<file path="src/rtl/block_fill_assembler.sv">
`default_nettype none
// ============================================================================
// block_fill_assembler: collects one cache block, one narrow word at a time, critical word first
// Revision: 1.0
// ============================================================================
module block_fill_assembler #(
   parameter int MEM_DATA_WIDTH = 320,
   parameter int WORD_WIDTH     = 20,
   parameter int B_OFFSET_BITS  = 4
) (
   input  logic                      i_clk,
   input  logic                      i_reset,
   input  logic                      i_req_valid,
   input  logic [B_OFFSET_BITS-1:0]  i_req_offset,
   output logic                      o_req_ready,
   input  logic [WORD_WIDTH-1:0]     i_word,
   input  logic                      i_word_valid,
   output logic                      o_word_ready,
   output logic [WORD_WIDTH-1:0]     o_first_word,
   output logic                      o_first_word_valid,
   output logic [MEM_DATA_WIDTH-1:0] o_block,
   output logic                      o_block_valid,
   input  logic                      i_block_ready
);

   localparam int c_WORDS = 2**B_OFFSET_BITS;
   localparam logic [B_OFFSET_BITS:0] c_LAST = (B_OFFSET_BITS+1)'(c_WORDS - 1);

   typedef enum logic [1:0] {
      S_IDLE = 2'd0,
      S_FILL = 2'd1,
      S_DONE = 2'd2
   } state_t;

   state_t                    r_state;
   state_t                    w_next;
   logic [B_OFFSET_BITS-1:0]  r_ptr;
   logic [B_OFFSET_BITS:0]    r_cnt;
   logic [MEM_DATA_WIDTH-1:0] r_block;
   logic [WORD_WIDTH-1:0]     r_first;
   logic                      r_first_valid;
   logic                      w_req_acc;
   logic                      w_word_acc;

   assign w_req_acc  = (r_state == S_IDLE) && i_req_valid;
   assign w_word_acc = (r_state == S_FILL) && i_word_valid;

   always_ff @(posedge i_clk or posedge i_reset) begin
      if (i_reset) begin
         r_state <= S_IDLE;
      end else begin
         r_state <= w_next;
      end
   end

   always_comb begin
      w_next        = r_state;
      o_req_ready   = 1'b0;
      o_word_ready  = 1'b0;
      o_block_valid = 1'b0;
      case (r_state)
         S_IDLE: begin
            o_req_ready = 1'b1;
            if (i_req_valid) w_next = S_FILL;
         end
         S_FILL: begin
            o_word_ready = 1'b1;
            if (i_word_valid && (r_cnt == c_LAST)) w_next = S_DONE;
         end
         S_DONE: begin
            o_block_valid = 1'b1;
            if (i_block_ready) w_next = S_IDLE;
         end
         default: w_next = S_IDLE;
      endcase
   end

   // The pointer wraps naturally at its width, giving critical-word-first order.
   always_ff @(posedge i_clk or posedge i_reset) begin
      if (i_reset) begin
         r_ptr         <= '0;
         r_cnt         <= '0;
         r_block       <= '0;
         r_first       <= '0;
         r_first_valid <= 1'b0;
      end else begin
         r_first_valid <= 1'b0;
         if (w_req_acc) begin
            r_ptr   <= i_req_offset;
            r_cnt   <= '0;
            r_block <= '0;
         end else if (w_word_acc) begin
            r_block[r_ptr*WORD_WIDTH +: WORD_WIDTH] <= i_word;
            r_ptr <= r_ptr + 1'b1;
            r_cnt <= r_cnt + 1'b1;
            if (r_cnt == '0) begin
               r_first       <= i_word;
               r_first_valid <= 1'b1;
            end
         end
      end
   end

   assign o_block            = r_block;
   assign o_first_word       = r_first;
   assign o_first_word_valid = r_first_valid;

endmodule
`default_nettype wire
</file>
<file path="config.mk">
export PLATFORM = sky130hd
export DESIGN_NAME = block_fill_assembler
export DESIGN_NICKNAME = d
export VERILOG_FILES = /design/src/rtl/block_fill_assembler.sv
export SDC_FILE = /design/constraint.sdc
export NUM_CORES = 1
export LEC_CHECK = 0
export CAP_MARGIN = 10
export CORE_MARGIN = 4
export CORE_UTILIZATION = 30
export DETAILED_ROUTE_END_ITERATION = 10
export PLACE_DENSITY = 0.54
export SYNTH_ARGS = -nofsm -noshare
export SYNTH_HDL_FRONTEND = slang
export SYNTH_SLANG_ARGS = --single-unit
</file>
<file path="constraint.sdc">
create_clock -name i_clk -period 16.54 [get_ports i_clk]
set_clock_uncertainty 0.15 [all_clocks]
set_input_delay 3.308 -clock i_clk [delete_from_list [all_inputs] [get_ports i_clk]]
set_output_delay 3.308 -clock i_clk [all_outputs]
set_load 0.02 [all_outputs]
</file>
### Word-level counts from Yosys, hierarchy flattened

Index checks and enable logic that the tools add are counted.

* word-level logic and storage cells: 44
* bits in registers: 352
* output and inout port bits: 344
* input port bits: 29

* multipliers: 1
* reduce and logical (&&, ||, !) cells: 8
* shifts and indexed selects: 2
* bitwise operators: 1
* add/sub/neg operators: 3
* multiplexer cells: 17
* eq/ne operators: 6

Operators with widths (count)
* 320-bit two-way mux: 2
* 320-bit bitwise mux: 1
* 20-bit by 34-bit variable shift with 320-bit output, first input constant: 1
* 20-bit by 34-bit indexed part select with 320-bit output: 1
* 9-bit negator with 34-bit output: 1
* 5-bit two-way mux: 2
* 4-bit two-way mux: 2
* 4-bit by 3-bit multiplier with 7-bit output, second input constant: 1
* 1-bit two-way mux: 6
* 2-bit two-way mux: 3
* 2-bit one-hot mux with 3 select lines: 1
* 3-bit AND reduction: 2
* 5-bit by 1-bit adder with 5-bit output, second input constant: 1
* 5-bit by 4-bit == test with 1-bit output, second input constant: 1
* 5-bit zero test: 1
* 4-bit by 1-bit adder with 4-bit output, second input constant: 1
* 2-bit != test, second input constant: 2
* 1-bit logical AND: 3
* 2-bit by 1-bit == test with 1-bit output, second input constant: 1
* 2-bit == test, second input constant: 1
* 2-bit zero test: 1
* 2-bit by 1-bit != test with 1-bit output, second input constant: 1
* 2-bit nonzero test: 1
* 1-bit NOT: 1

### Longest topological paths before layout

* depth in word-level cells: 6
* mapped depth: 17
* mapped depth without buffers: 12

### Least setup slack after synthesis

Ideal clock, no wire load.

* path kind: input-to-reg
* start: input port i_word_valid
* end: register r_block[118], in the netlist o_block[118]
* path buffers: 2
* stages: 8
* setup slack: 11.521 ns
* required time: 16.258 ns
* library setup time: 0.132 ns
* arrival time: 4.737 ns
* path through: and4b_1 > clkbuf_1 > nand4_1 > a21oi_2 > and3_1 > clkbuf_2 > mux2i_1 > nor2_1

* longest elaborated chain between the ends: 2

RTL lines
* start: declaration: RTL line 17 `input logic i_word_valid,`
* 1-bit logical AND: RTL line 46 `assign w_word_acc = (r_state == S_FILL) && i_word_valid;`
* 2-bit nonzero test (no source line)
* end signal: indexed assignment: RTL line 93 `r_block[r_ptr*WORD_WIDTH +: WORD_WIDTH] <= i_word;`
* end: declaration: RTL line 39 `logic [MEM_DATA_WIDTH-1:0] r_block;`

No other way between the ends.
A chain may end at the register's enable or synchronous reset.

### Worst setup path after layout

* start: input port i_req_valid
* end: register r_block[87], in the netlist o_block[87]

* longest elaborated chain between the ends: 2
* elaborated cells between the ends (all ways): 3
* those cells by class: mux (1); reduce/logical (2)

RTL lines
* start: declaration: RTL line 13 `input logic i_req_valid,`
* 1-bit logical AND *: RTL line 45 `assign w_req_acc = (r_state == S_IDLE) && i_req_valid;`
* 320-bit two-way mux or 2-bit nonzero test (tied branches)

Every way passes the cells marked *; elsewhere a longest branch is shown, timed or not.

==> impl_metrics.yaml <==
clock_network:
  cts_setup_buffers: 0
  cts_buffer_depth: 3
  cts_tree: "done"
  clk-insertion-delay-late_ps: 550
  htreeDepth: 2
  clock-sinks: 352
  cts_buffers: 42
  cts_resized: 0
  root_buffer: "clkbuf_16"
  cts_hold_buffers: 0
  clk_pin_slew_ps: 60
placed_design:
  gp_congestion: 0.9233
  dp_hpwl_mm: 57.05
  port_buffers: 372
  post-place-ws_ps: 9795
routing:
  drt-met1-wl_mm: 31.41
  via_count: 15950
  drcViolationCount: 0
  drtAntennaViolNets: 0
  routed_wl_mm: 76.29
  drt-initial-drc-count: 1371
  dr_wl_met3_mm: 6.516
  wl_met2_mm: 35.82
  top_layer: "met4"
  viasPerCell: 5.450
  firstDrtPassIters: 6
  wl_per_cell_um: 26.06
floorplanning:
  initial_utilization: 0.3042
  die_area_um2: 64060
  row_count: 89
  die_w_um: 253.1
  dieHeight_um: 253.1
  coreArea_um2: 59240
  boundaryPins: 373
timing:
  finalCritPeriodShare: 0.3745
  setup_tns_ps: 0
  worst_pin_slew_ps: 1069
  worst_slack_ps: 10350
  period_needed_ps: 6195
  fmax_mhz: 161.4
  grt_setup_unrepaired: "no"
  setup_viol: 0
  finalHoldViolations: 0
  maxSlewHeadroom: 0.2670
  report.final.slew_viol_count: 0
finish:
  final_cell_mix: "nand2_1 (375), clkdlybuf4s50_1 (372), dfrtp_1 (351)"
  drive_gt1_frac: 0.1012
  final_nets: 2166
  final_common_cell: "nand2_1"
  fillers: 5837
  diodes: 0
  area_delta_synth_final_pct: 32.11
  final_core_util: 0.4019
logic_synthesis:
  synth_area_leaders: "dfrtp_1 (49%), mux2i_1 (11%), nand2_1 (7.8%), nand3_1 (2.2%), nor2_1 (1.9%)"
  ys_seq_area_frac: 0.4887
  synth_area_um2: 18020
  ys_types: 99
  synth_edf_count: 0
  synth_flop_cell: "dfrtp_1"
  synth_seq_cells: 352
  synth_area_per_cell_um2: 10.07
  synth_top_area_frac: 0.4887
  yosysTopAreaCell: "dfrtp_1"
  synth_nets: 1832
  synth_warnings: 0
  async_reset_ff_frac: 1.000
  syn_inst: 1790
flow_run:
  maxCapViolCount: 0
global_routing:
  overflow: 0
  grt_pass1_vias: 16190
  grt_max_degree: 84
  track_usage: 0.2306
  grt_pass1_wl_mm: 110.8
  antenna_found_initial: 0
worst_setup_path:
  arrival_ps: 6500
  crit_fanout: 83
  critPathRequiredTime_ps: 16850
  criticalPathCategory: "input port to flop"
  critPathLaunchType: "input port"
  endpoint_kind: "flop"
status:
  outcome: "finished clean"
min_path:
  hold_path.class: "flop to flop"
==> worst paths after layout <==
kind / startpoint / to / slack, ps / cells after the start
worst max-delay path: i_req_valid / o_block[87]$_DFFE_PP0P_ / 10350 / 6
worst max register to register: r_ptr[1]$_DFFE_PP0P_ / o_block[53]$_DFFE_PP0P_ / 10510 / 13
worst min register to register: o_block[86]$_DFFE_PP0P_ / o_block[86]$_DFFE_PP0P_ / 330 / 2
min in group asynchronous: i_reset / o_block[237]$_DFFE_PP0P_ / 3030 / 2
worst min-delay path: o_block[86]$_DFFE_PP0P_ / o_block[86]$_DFFE_PP0P_ / 330 / 2
max in group asynchronous: i_reset / o_block[258]$_DFFE_PP0P_ / 10860 / 4
==> cells by family (layout without fill, tap and decap cells) <==
| logic type | after synthesis | after routing | share of synthesized area |
|---|---|---|---|
| xor+xnor | 7 | 7 | 0.004652 |
| compound gates | 368 | 368 | 0.1563 |
| buf+inv | 133 | 497 | 0.03582 |
| flops | 352 | 352 | 0.4887 |
| mux | 205 | 205 | 0.1166 |
| fa+ha+maj | 13 | 13 | 0.009441 |
| simple gates | 712 | 712 | 0.1885 |
==> critical path, stage by stage <==
cell	delay, ps
clkdlybuf4s50_1	490
nand2_4	440
buf_4	690
buf_4	830
nand4_1	300
o31ai_1	290
==> registers in the layout, indices dropped and copies added (netlist names) <==
register / flops
o_block: 320
o_first_word: 20
o_first_word_valid: 1
r_cnt: 5
r_ptr: 4
r_state: 2
==> synth_stat cells, types with 9 or more instances <==
cell type and count:
nand2_1 376, dfrtp_1 352, mux2i_1 193, nor2_1 93, nand3_1 78, clkbuf_1 51, a21oi_1 47, a22oi_1 36
buf_2 32, o21ai_0 32, a211oi_1 22, and3_1 22, nor3_1 21, a31o_2 19, and2_1 19, inv_1 19
o21ai_1 19, o22ai_1 19, a32o_1 18, a31oi_1 17, o2bb2ai_1 16, o31ai_1 16, ha_1 12, nand2b_1 12
o211ai_1 11, mux2_2 9, nand3_2 9, nand4_1 9, or2_2 9
==> through the flow <==
step	cells	hold slack (ps)	area (µm²)
2_1_floorplan	1790	337.0	18020
3_3_place_gp	2853	314.8	22430
3_5_place_dp	2853	316.7	22430
4_1_cts	2927	334.7	23810
5_1_grt	2927	353.5	23810
6_report	2927	327.0	23810
==> layer usage <==
layer / up-vias / track usage
met1: 8046 / 0.2986
met2: 640 / 0.3744
li1: 7146 / -
met3: 121 / 0.06697
met5: - / 0
met4: 0 / 0.07329
==> final cells by class <==
class	instances	area (µm²)	share of cell area
clock buffers	58	1212	0.05092
clock inverters	16	173.9	0.007304
inverters	22	90.09	0.003783
multi-input cells	1305	8617	0.3619
flip-flops and latches	352	8810	0.3700
well taps	773	967.2	0.04062
repair buffers	401	3941	0.1655
Power is not shown: default switching activity piles up to over one toggle a cycle in this logic, so the estimate is an artifact.
